$ cat src/rtl/lcd_pkg.sv
// Shared constants and types for the character LCD path: arbiter FSM states and
// HD44780 command bytes used by the arbiter and the byte-level bus driver.
package lcd_pkg;

   typedef enum logic [1:0] {
      StIdle,
      StSetAddr,
      StSendChar,
      StDone
   } lcd_state_e;

   localparam logic [7:0] CMD_CLEAR        = 8'h01;
   localparam logic [7:0] CMD_ENTRY_MODE   = 8'h06;
   localparam logic [7:0] CMD_DISPLAY_ON   = 8'h0C;
   localparam logic [7:0] CMD_FUNCTION_SET = 8'h38;
   localparam logic [7:0] CMD_SET_DDRAM    = 8'h80;

   localparam logic [6:0] ROW1_BASE_DEFAULT = 7'h40;

   function automatic logic [6:0] ddram_addr(input logic       row,
                                             input logic [3:0] col,
                                             input logic [6:0] row1_base);
      return (row ? row1_base : 7'h00) + {3'b000, col};
   endfunction

endpackage

$ cat src/rtl/lcd_write_arbiter_if.sv
// Requester and bus-driver handshake bundle for lcd_write_arbiter.
// The arbiter takes the slave view; clients and the driver model take master.
interface lcd_write_arbiter_if;

   logic       req0_valid;
   logic       req0_row;
   logic [3:0] req0_col;
   logic [7:0] req0_char;
   logic       req0_ready;

   logic       req1_valid;
   logic       req1_row;
   logic [3:0] req1_col;
   logic [7:0] req1_char;
   logic       req1_ready;

   logic       drv_valid;
   logic       drv_rs;
   logic [7:0] drv_data;
   logic       drv_ready;

   logic       err_pulse;

   modport slave (
      input  req0_valid, req0_row, req0_col, req0_char,
      input  req1_valid, req1_row, req1_col, req1_char,
      input  drv_ready,
      output req0_ready, req1_ready,
      output drv_valid, drv_rs, drv_data,
      output err_pulse
   );

   modport master (
      output req0_valid, req0_row, req0_col, req0_char,
      output req1_valid, req1_row, req1_col, req1_char,
      output drv_ready,
      input  req0_ready, req1_ready,
      input  drv_valid, drv_rs, drv_data,
      input  err_pulse
   );

endinterface

$ cat src/rtl/lcd_rr_arbiter.sv
// Two-input round-robin grant. gnt_id is combinational from the live requests;
// the last_grant history only moves when the owning transaction completes.
module lcd_rr_arbiter (
   input  logic clk,
   input  logic rst_n,
   input  logic req0,
   input  logic req1,
   input  logic update,
   input  logic upd_id,
   output logic gnt_id
);

   logic last_grant_q;

   always_ff @(posedge clk or negedge rst_n) begin
      if (!rst_n) begin
         last_grant_q <= 1'b1;
      end else if (update) begin
         last_grant_q <= upd_id;
      end
   end

   // With no request the value is irrelevant; a lone request wins outright.
   always_comb begin
      gnt_id = (req0 && req1) ? ~last_grant_q : ~req0;
   end

endmodule

$ cat src/rtl/lcd_write_arbiter.sv
// Shares the character LCD between two (row, col, char) requesters, issuing a
// DDRAM set-address only when the tracked cursor does not already point there.
module lcd_write_arbiter
   import lcd_pkg::*;
#(
   parameter int unsigned COLS      = 16,
   parameter logic [6:0]  ROW1_BASE = ROW1_BASE_DEFAULT
) (
   input logic                clk,
   input logic                rst_n,
   lcd_write_arbiter_if.slave bus
);

   lcd_state_e state_q, state_d;
   logic       gnt_q, gnt_d;
   logic [6:0] tgt_q, tgt_d;
   logic [7:0] char_q, char_d;
   logic       last_col_q, last_col_d;
   logic       err_q, err_d;
   logic [6:0] cur_addr_q, cur_addr_d;
   logic       cursor_valid_q, cursor_valid_d;

   logic       drv_valid_q, drv_valid_d;
   logic       drv_rs_q, drv_rs_d;
   logic [7:0] drv_data_q, drv_data_d;
   logic       req0_ready_q, req0_ready_d;
   logic       req1_ready_q, req1_ready_d;
   logic       err_pulse_q, err_pulse_d;

   logic       arb_gnt;
   logic       sel_row;
   logic [3:0] sel_col;
   logic [7:0] sel_char;
   logic [6:0] sel_addr;
   logic       xfer;

   lcd_rr_arbiter u_arb (
      .clk    (clk),
      .rst_n  (rst_n),
      .req0   (bus.req0_valid),
      .req1   (bus.req1_valid),
      .update (state_q == StDone),
      .upd_id (gnt_q),
      .gnt_id (arb_gnt)
   );

   always_comb begin
      sel_row  = arb_gnt ? bus.req1_row  : bus.req0_row;
      sel_col  = arb_gnt ? bus.req1_col  : bus.req0_col;
      sel_char = arb_gnt ? bus.req1_char : bus.req0_char;
      sel_addr = ddram_addr(sel_row, sel_col, ROW1_BASE);
      xfer     = drv_valid_q && bus.drv_ready;

      state_d        = state_q;
      gnt_d          = gnt_q;
      tgt_d          = tgt_q;
      char_d         = char_q;
      last_col_d     = last_col_q;
      err_d          = err_q;
      cur_addr_d     = cur_addr_q;
      cursor_valid_d = cursor_valid_q;

      unique case (state_q)
         StIdle: begin
            if (bus.req0_valid || bus.req1_valid) begin
               gnt_d      = arb_gnt;
               tgt_d      = sel_addr;
               char_d     = sel_char;
               last_col_d = ({28'd0, sel_col} == COLS - 1);
               err_d      = ({28'd0, sel_col} >= COLS);
               if (err_d) begin
                  state_d = StDone;
               end else if (cursor_valid_q && (cur_addr_q == sel_addr)) begin
                  state_d = StSendChar;
               end else begin
                  state_d = StSetAddr;
               end
            end
         end
         StSetAddr: begin
            if (xfer) state_d = StSendChar;
         end
         StSendChar: begin
            if (xfer) begin
               cur_addr_d = tgt_q + 7'd1;
               // No DDRAM wrap model: after the last column always re-address.
               cursor_valid_d = !last_col_q;
               state_d        = StDone;
            end
         end
         StDone: begin
            state_d = StIdle;
         end
         default: begin
            state_d = StIdle;
         end
      endcase

      // Outputs are registered, so decode them from the next state.
      drv_valid_d  = (state_d == StSetAddr) || (state_d == StSendChar);
      drv_rs_d     = (state_d == StSendChar);
      drv_data_d   = 8'h00;
      if (state_d == StSetAddr) begin
         drv_data_d = CMD_SET_DDRAM | {1'b0, tgt_d};
      end else if (state_d == StSendChar) begin
         drv_data_d = char_d;
      end
      req0_ready_d = (state_d == StDone) && !gnt_d;
      req1_ready_d = (state_d == StDone) && gnt_d;
      err_pulse_d  = (state_d == StDone) && err_d;
   end

   always_ff @(posedge clk or negedge rst_n) begin
      if (!rst_n) begin
         state_q        <= StIdle;
         gnt_q          <= 1'b0;
         tgt_q          <= 7'h00;
         char_q         <= 8'h00;
         last_col_q     <= 1'b0;
         err_q          <= 1'b0;
         cur_addr_q     <= 7'h00;
         cursor_valid_q <= 1'b0;
         drv_valid_q    <= 1'b0;
         drv_rs_q       <= 1'b0;
         drv_data_q     <= 8'h00;
         req0_ready_q   <= 1'b0;
         req1_ready_q   <= 1'b0;
         err_pulse_q    <= 1'b0;
      end else begin
         state_q        <= state_d;
         gnt_q          <= gnt_d;
         tgt_q          <= tgt_d;
         char_q         <= char_d;
         last_col_q     <= last_col_d;
         err_q          <= err_d;
         cur_addr_q     <= cur_addr_d;
         cursor_valid_q <= cursor_valid_d;
         drv_valid_q    <= drv_valid_d;
         drv_rs_q       <= drv_rs_d;
         drv_data_q     <= drv_data_d;
         req0_ready_q   <= req0_ready_d;
         req1_ready_q   <= req1_ready_d;
         err_pulse_q    <= err_pulse_d;
      end
   end

   assign bus.drv_valid  = drv_valid_q;
   assign bus.drv_rs     = drv_rs_q;
   assign bus.drv_data   = drv_data_q;
   assign bus.req0_ready = req0_ready_q;
   assign bus.req1_ready = req1_ready_q;
   assign bus.err_pulse  = err_pulse_q;

endmodule

$ cat src/flat_wrapper.sv
// flat-port wrapper written by rule: the top's interface ports become plain ports
module lcd_write_arbiter_flat import lcd_pkg::*;
#(
   parameter int unsigned COLS      = 16,
   parameter logic [6:0]  ROW1_BASE = ROW1_BASE_DEFAULT
)
  (clk, rst_n, bus_req0_valid, bus_req0_row, bus_req0_col, bus_req0_char, bus_req1_valid, bus_req1_row, bus_req1_col, bus_req1_char, bus_drv_ready, bus_req0_ready, bus_req1_ready, bus_drv_valid, bus_drv_rs, bus_drv_data, bus_err_pulse);
  lcd_write_arbiter_if bus_i ();
  input logic clk;
  input logic rst_n;
  input wire logic [$bits(bus_i.req0_valid)-1:0] bus_req0_valid;
  input wire logic [$bits(bus_i.req0_row)-1:0] bus_req0_row;
  input wire logic [$bits(bus_i.req0_col)-1:0] bus_req0_col;
  input wire logic [$bits(bus_i.req0_char)-1:0] bus_req0_char;
  input wire logic [$bits(bus_i.req1_valid)-1:0] bus_req1_valid;
  input wire logic [$bits(bus_i.req1_row)-1:0] bus_req1_row;
  input wire logic [$bits(bus_i.req1_col)-1:0] bus_req1_col;
  input wire logic [$bits(bus_i.req1_char)-1:0] bus_req1_char;
  input wire logic [$bits(bus_i.drv_ready)-1:0] bus_drv_ready;
  output wire logic [$bits(bus_i.req0_ready)-1:0] bus_req0_ready;
  output wire logic [$bits(bus_i.req1_ready)-1:0] bus_req1_ready;
  output wire logic [$bits(bus_i.drv_valid)-1:0] bus_drv_valid;
  output wire logic [$bits(bus_i.drv_rs)-1:0] bus_drv_rs;
  output wire logic [$bits(bus_i.drv_data)-1:0] bus_drv_data;
  output wire logic [$bits(bus_i.err_pulse)-1:0] bus_err_pulse;
  assign bus_i.req0_valid = bus_req0_valid;
  assign bus_i.req0_row = bus_req0_row;
  assign bus_i.req0_col = bus_req0_col;
  assign bus_i.req0_char = bus_req0_char;
  assign bus_i.req1_valid = bus_req1_valid;
  assign bus_i.req1_row = bus_req1_row;
  assign bus_i.req1_col = bus_req1_col;
  assign bus_i.req1_char = bus_req1_char;
  assign bus_i.drv_ready = bus_drv_ready;
  assign bus_req0_ready = bus_i.req0_ready;
  assign bus_req1_ready = bus_i.req1_ready;
  assign bus_drv_valid = bus_i.drv_valid;
  assign bus_drv_rs = bus_i.drv_rs;
  assign bus_drv_data = bus_i.drv_data;
  assign bus_err_pulse = bus_i.err_pulse;
  lcd_write_arbiter #(.COLS(COLS), .ROW1_BASE(ROW1_BASE)) u_core (.clk(clk), .rst_n(rst_n), .bus(bus_i));
endmodule
$ cat config.mk
export PLATFORM = sky130hd
export DESIGN_NAME = lcd_write_arbiter_flat
export DESIGN_NICKNAME = d
export VERILOG_FILES = /design/src/rtl/lcd_pkg.sv /design/src/rtl/lcd_write_arbiter_if.sv /design/src/rtl/lcd_rr_arbiter.sv /design/src/rtl/lcd_write_arbiter.sv /design/src/flat_wrapper.sv
export SDC_FILE = /design/constraint.sdc
export NUM_CORES = 1
export LEC_CHECK = 0
export CAP_MARGIN = 20
export CORE_MARGIN = 3
export CORE_UTILIZATION = 45
export CTS_BUF_LIST = sky130_fd_sc_hd__clkbuf_4
export CTS_CLUSTER_DIAMETER = 200
export DETAILED_ROUTE_END_ITERATION = 7
export GPL_ROUTABILITY_DRIVEN = 1
export PLACE_DENSITY = 0.72
export SLEW_MARGIN = 20
export SYNTH_ARGS = -nofsm -noshare
export SYNTH_HDL_FRONTEND = slang
export SYNTH_SLANG_ARGS = --single-unit
$ cat constraint.sdc
create_clock -name clk -period 3.5 [get_ports clk]
set_input_delay 0.525 -clock clk [delete_from_list [all_inputs] [get_ports clk]]
set_output_delay 0.525 -clock clk [all_outputs]
set_load 0.05 [all_outputs]
==> results.cfg <==
[timing]
worstMarginPinSlew_ns = 0.872
timing.setup.tns_ns = 0
holdWs_ns = 0.281
finClkSkew_ns = 0.0220
timing.slew.headroom_pct = 41.9
maxSlewViolCount = 0
post-route-period-util_pct = 82.5
setup_viol = 0
fmaxAchievable_mhz = 346
hold_viol_final = 0
grt_setup_unrepaired = no
period_needed_ns = 2.89

[placement]
hpwl_um = 3000
placed_area_um2 = 2440
dp_cells = 274
gp_congestion = 0.817
port_buffers = 43

[power_and_ir_drop]
p_sw_share_pct = 40.2
intPower_uw = 1090
ir_drop_mv = 0.538
seq_power_share_pct = 41.8
p_comb_share_pct = 45.5
power.density_nw_per_um2 = 730
p_leak_uw = 0.00112
p_switching_uw = 733
clkPwrFrac_pct = 12.7

[routing]
dr.pass1.iters = 4
wirelength_um = 4000
post_drt_via_cell_ratio = 5.33
wl_per_cell_um = 14.2
ant_nets = 0
drt-initial-drc-count = 101
drc = 0
vias = 1504

[global_routing]
antenna_found_initial = 0
grt_pass1_wl_um = 6890
grt_overflow = 0
track_usage_pct = 17.0
grt_max_degree = 43
grt_pass1_vias = 1497

[clock_tree]
cts_root_buffer = clkbuf_4
clk_latency_ns = 0.34
postCtsSetupBuffers = 0
cts-resized-gates = 0
cts_inserted_buffers = 5
worst_setup_hold_path_clk_slew_ns = 0.12
cts_tree = built
clkSinkCount = 42
holdBufCountCts = 0
htreeDepth = 2
clock_path_buffers = 2

[logic_synthesis]
synth_commonest_cells = 41 x dfrtp_1, 27 x nand2_1, 13 x o21ai_0, 11 x mux2i_1, 10 x o21ai_1
yosysUniqueCellTypes = 44
syn_area_um2 = 1990
synthMuxAreaShare_pct = 6.67
synth-adder-area-share_pct = 2.52
synth.most_common_cell = dfrtp_1
ys_ff_latch = 42
yosysTopAreaCell = dfrtp_1
synth_cells = 188
synth_fp_nets = 223
synth_area_per_cell_um2 = 10.6
synth_edf_count = 0
synth_compound_area_share_pct = 17.0
synth_top_family_by_area = compound AO/OA/AOI/OAI gates
synthTopCellsByArea = dfrtp_1 52%, mux2i_1 5.5%, nand2_1 5.1%
yosys_warnings = 0
yosys.area.top_type_share_pct = 51.6
synthSimpleGateAreaFrac_pct = 15.1
synth-main-ff-cell = dfrtp_1
synthXorXnorAreaFrac_pct = 2.64
synth.yosys.seq_area_share_pct = 52.9
synthArstFlopShare_pct = 100

[floorplanning]
die_width_um = 72.5
die_area_um2 = 5250
initial_core_util_pct = 48.0
row_count = 23
chipHeight_um = 72.5
core_area_um2 = 4140
ios = 44

[cells_and_area]
utilization_pct = 60.2
area_growth_pct = 25.6
drive_gt1_share_pct = 8.19
design_area_um2 = 2500
n_fill_cell = 382
finalNonFillerCells = 282
insertedDiodeCount = 0
nets = 266

[worst_setup_path]
reg2reg_to = u_core.bus.drv_data[4]$_DFF_PN0_
crit_type = input pin to register
end_kind = register
critPathRequiredTime_ns = 3.77
crit_fanout = 9
timing.critical_path.from = bus_req1_valid
startpoint_type = input pin
endpoint = u_core.bus.drv_data[4]$_DFF_PN0_
arrival_ns = 3.15
r2r_start = u_core.u_arb.last_grant_q$_DFFE_PN1N_
r2r_slack_ns = 0.91
rr_worst_depth = 8

[run_status]
status = finished, final reports clean

[flow_run]
max_cap_viol_count = 0

[min_path]
hold_class = input pin to asynchronous set/reset pin
[worst min-delay path by stage]
| stage | start | endpoint | slack (ns) | depth (start not counted) |
|---|---|---|---|---|
| CTS | rst_n | u_core.cur_addr_q[3]$_DFFE_PN0P_ | 0.31 | 1 |
| global route | rst_n | u_core.cur_addr_q[5]$_DFFE_PN0P_ | 0.34 | 1 |
| detailed placement | u_core.last_col_q$_DFFE_PN0P_ | u_core.cursor_valid_q$_DFFE_PN0P_ | 0.47 | 1 |
| global placement | u_core.last_col_q$_DFFE_PN0P_ | u_core.cursor_valid_q$_DFFE_PN0P_ | 0.45 | 1 |
| floorplan | rst_n | u_core.bus.drv_data[0]$_DFF_PN0_ | 0.23 | 0 |
| finish | rst_n | u_core.cursor_valid_q$_DFFE_PN0P_ | 0.28 | 1 |
[per-layer routing]
metal	part of all wire [%]	GRT usage, %
met1	48	22.8
met3	4.0	4.02
met2	47	26.6
met5	0	0
met4	1.4	6.56
[layout make-up]
class,count,area (um^2),share of cell area (%)
Clock buffer,7,52.6,2.11
Clock inverter,1,3.75,0.150
Inverter,4,15.0,0.602
Multi-Input combinational cell,134,877,35.1
Sequential cell,42,1050,42.2
Tap cell,50,62.6,2.51
Timing Repair Buffer,44,433,17.3
[stage by stage]
stage	setup slack, ns	power [uW]
after detailed placement	0.275	1610
after floorplan	0.994	1350
final	0.613	1820
after global routing	0.389	1960
after global placement	0.343	1600
after CTS	0.633	1840
[kinds of logic after synthesis]
kind of cell	Yosys count
AOI/OAI and AO/OA	51
DFF	42
and+or+nand+nor	60
adders and majority gates	4
muxes	13
xor gates and xnor gates	6
buffers and inverters	12
[power groups by stage]
| stage | registers [uW] | logic, uW | clock network (uW) |
|---|---|---|---|
| 6_report | 763 | 829 | 231 |
| 5_1_grt | 788 | 912 | 264 |
| 4_1_cts | 763 | 839 | 241 |
| 3_5_place_dp | 771 | 836 | 0 |
| 3_3_place_gp | 771 | 829 | 0 |
| 2_1_floorplan | 899 | 449 | 0 |
[sequential cells by signal, indices dropped and copies added, names as in the netlist]
name                       flops
u_core.bus.drv_data            8
u_core.char_q                  8
u_core.cur_addr_q              7
u_core.tgt_q                   7
u_core.state_q                 2
u_core.bus.drv_rs              1
u_core.bus.drv_valid           1
u_core.bus.err_pulse           1
u_core.bus.req0_ready          1
u_core.bus.req1_ready          1
u_core.cursor_valid_q          1
u_core.err_q                   1
u_core.gnt_q                   1
u_core.last_col_q              1
u_core.u_arb.last_grant_q      1
[critical path: stages]
cell             delay (ns)
clkdlybuf4s50_1        0.59
nand2b_4               0.11
and3_2                 0.24
or3_1                  0.35
a22oi_2                0.22
a31oi_1                0.17
ha_1                   0.34
nor2b_1                0.40
a22o_1                 0.20
[cell usage in the layout (no fill, tap or decap), types with 5 or more instances in the layout]
master / count
o21ai_1: 9
mux2i_1: 11
nand2_1: 27
and2_1: 5
clkdlybuf4s50_1: 42
dfrtp_1: 41
a22o_1: 7
o21ai_0: 13
clkbuf_4: 7
nor2_1: 8
No activity file was read; power rests on OpenSTA's default activity.
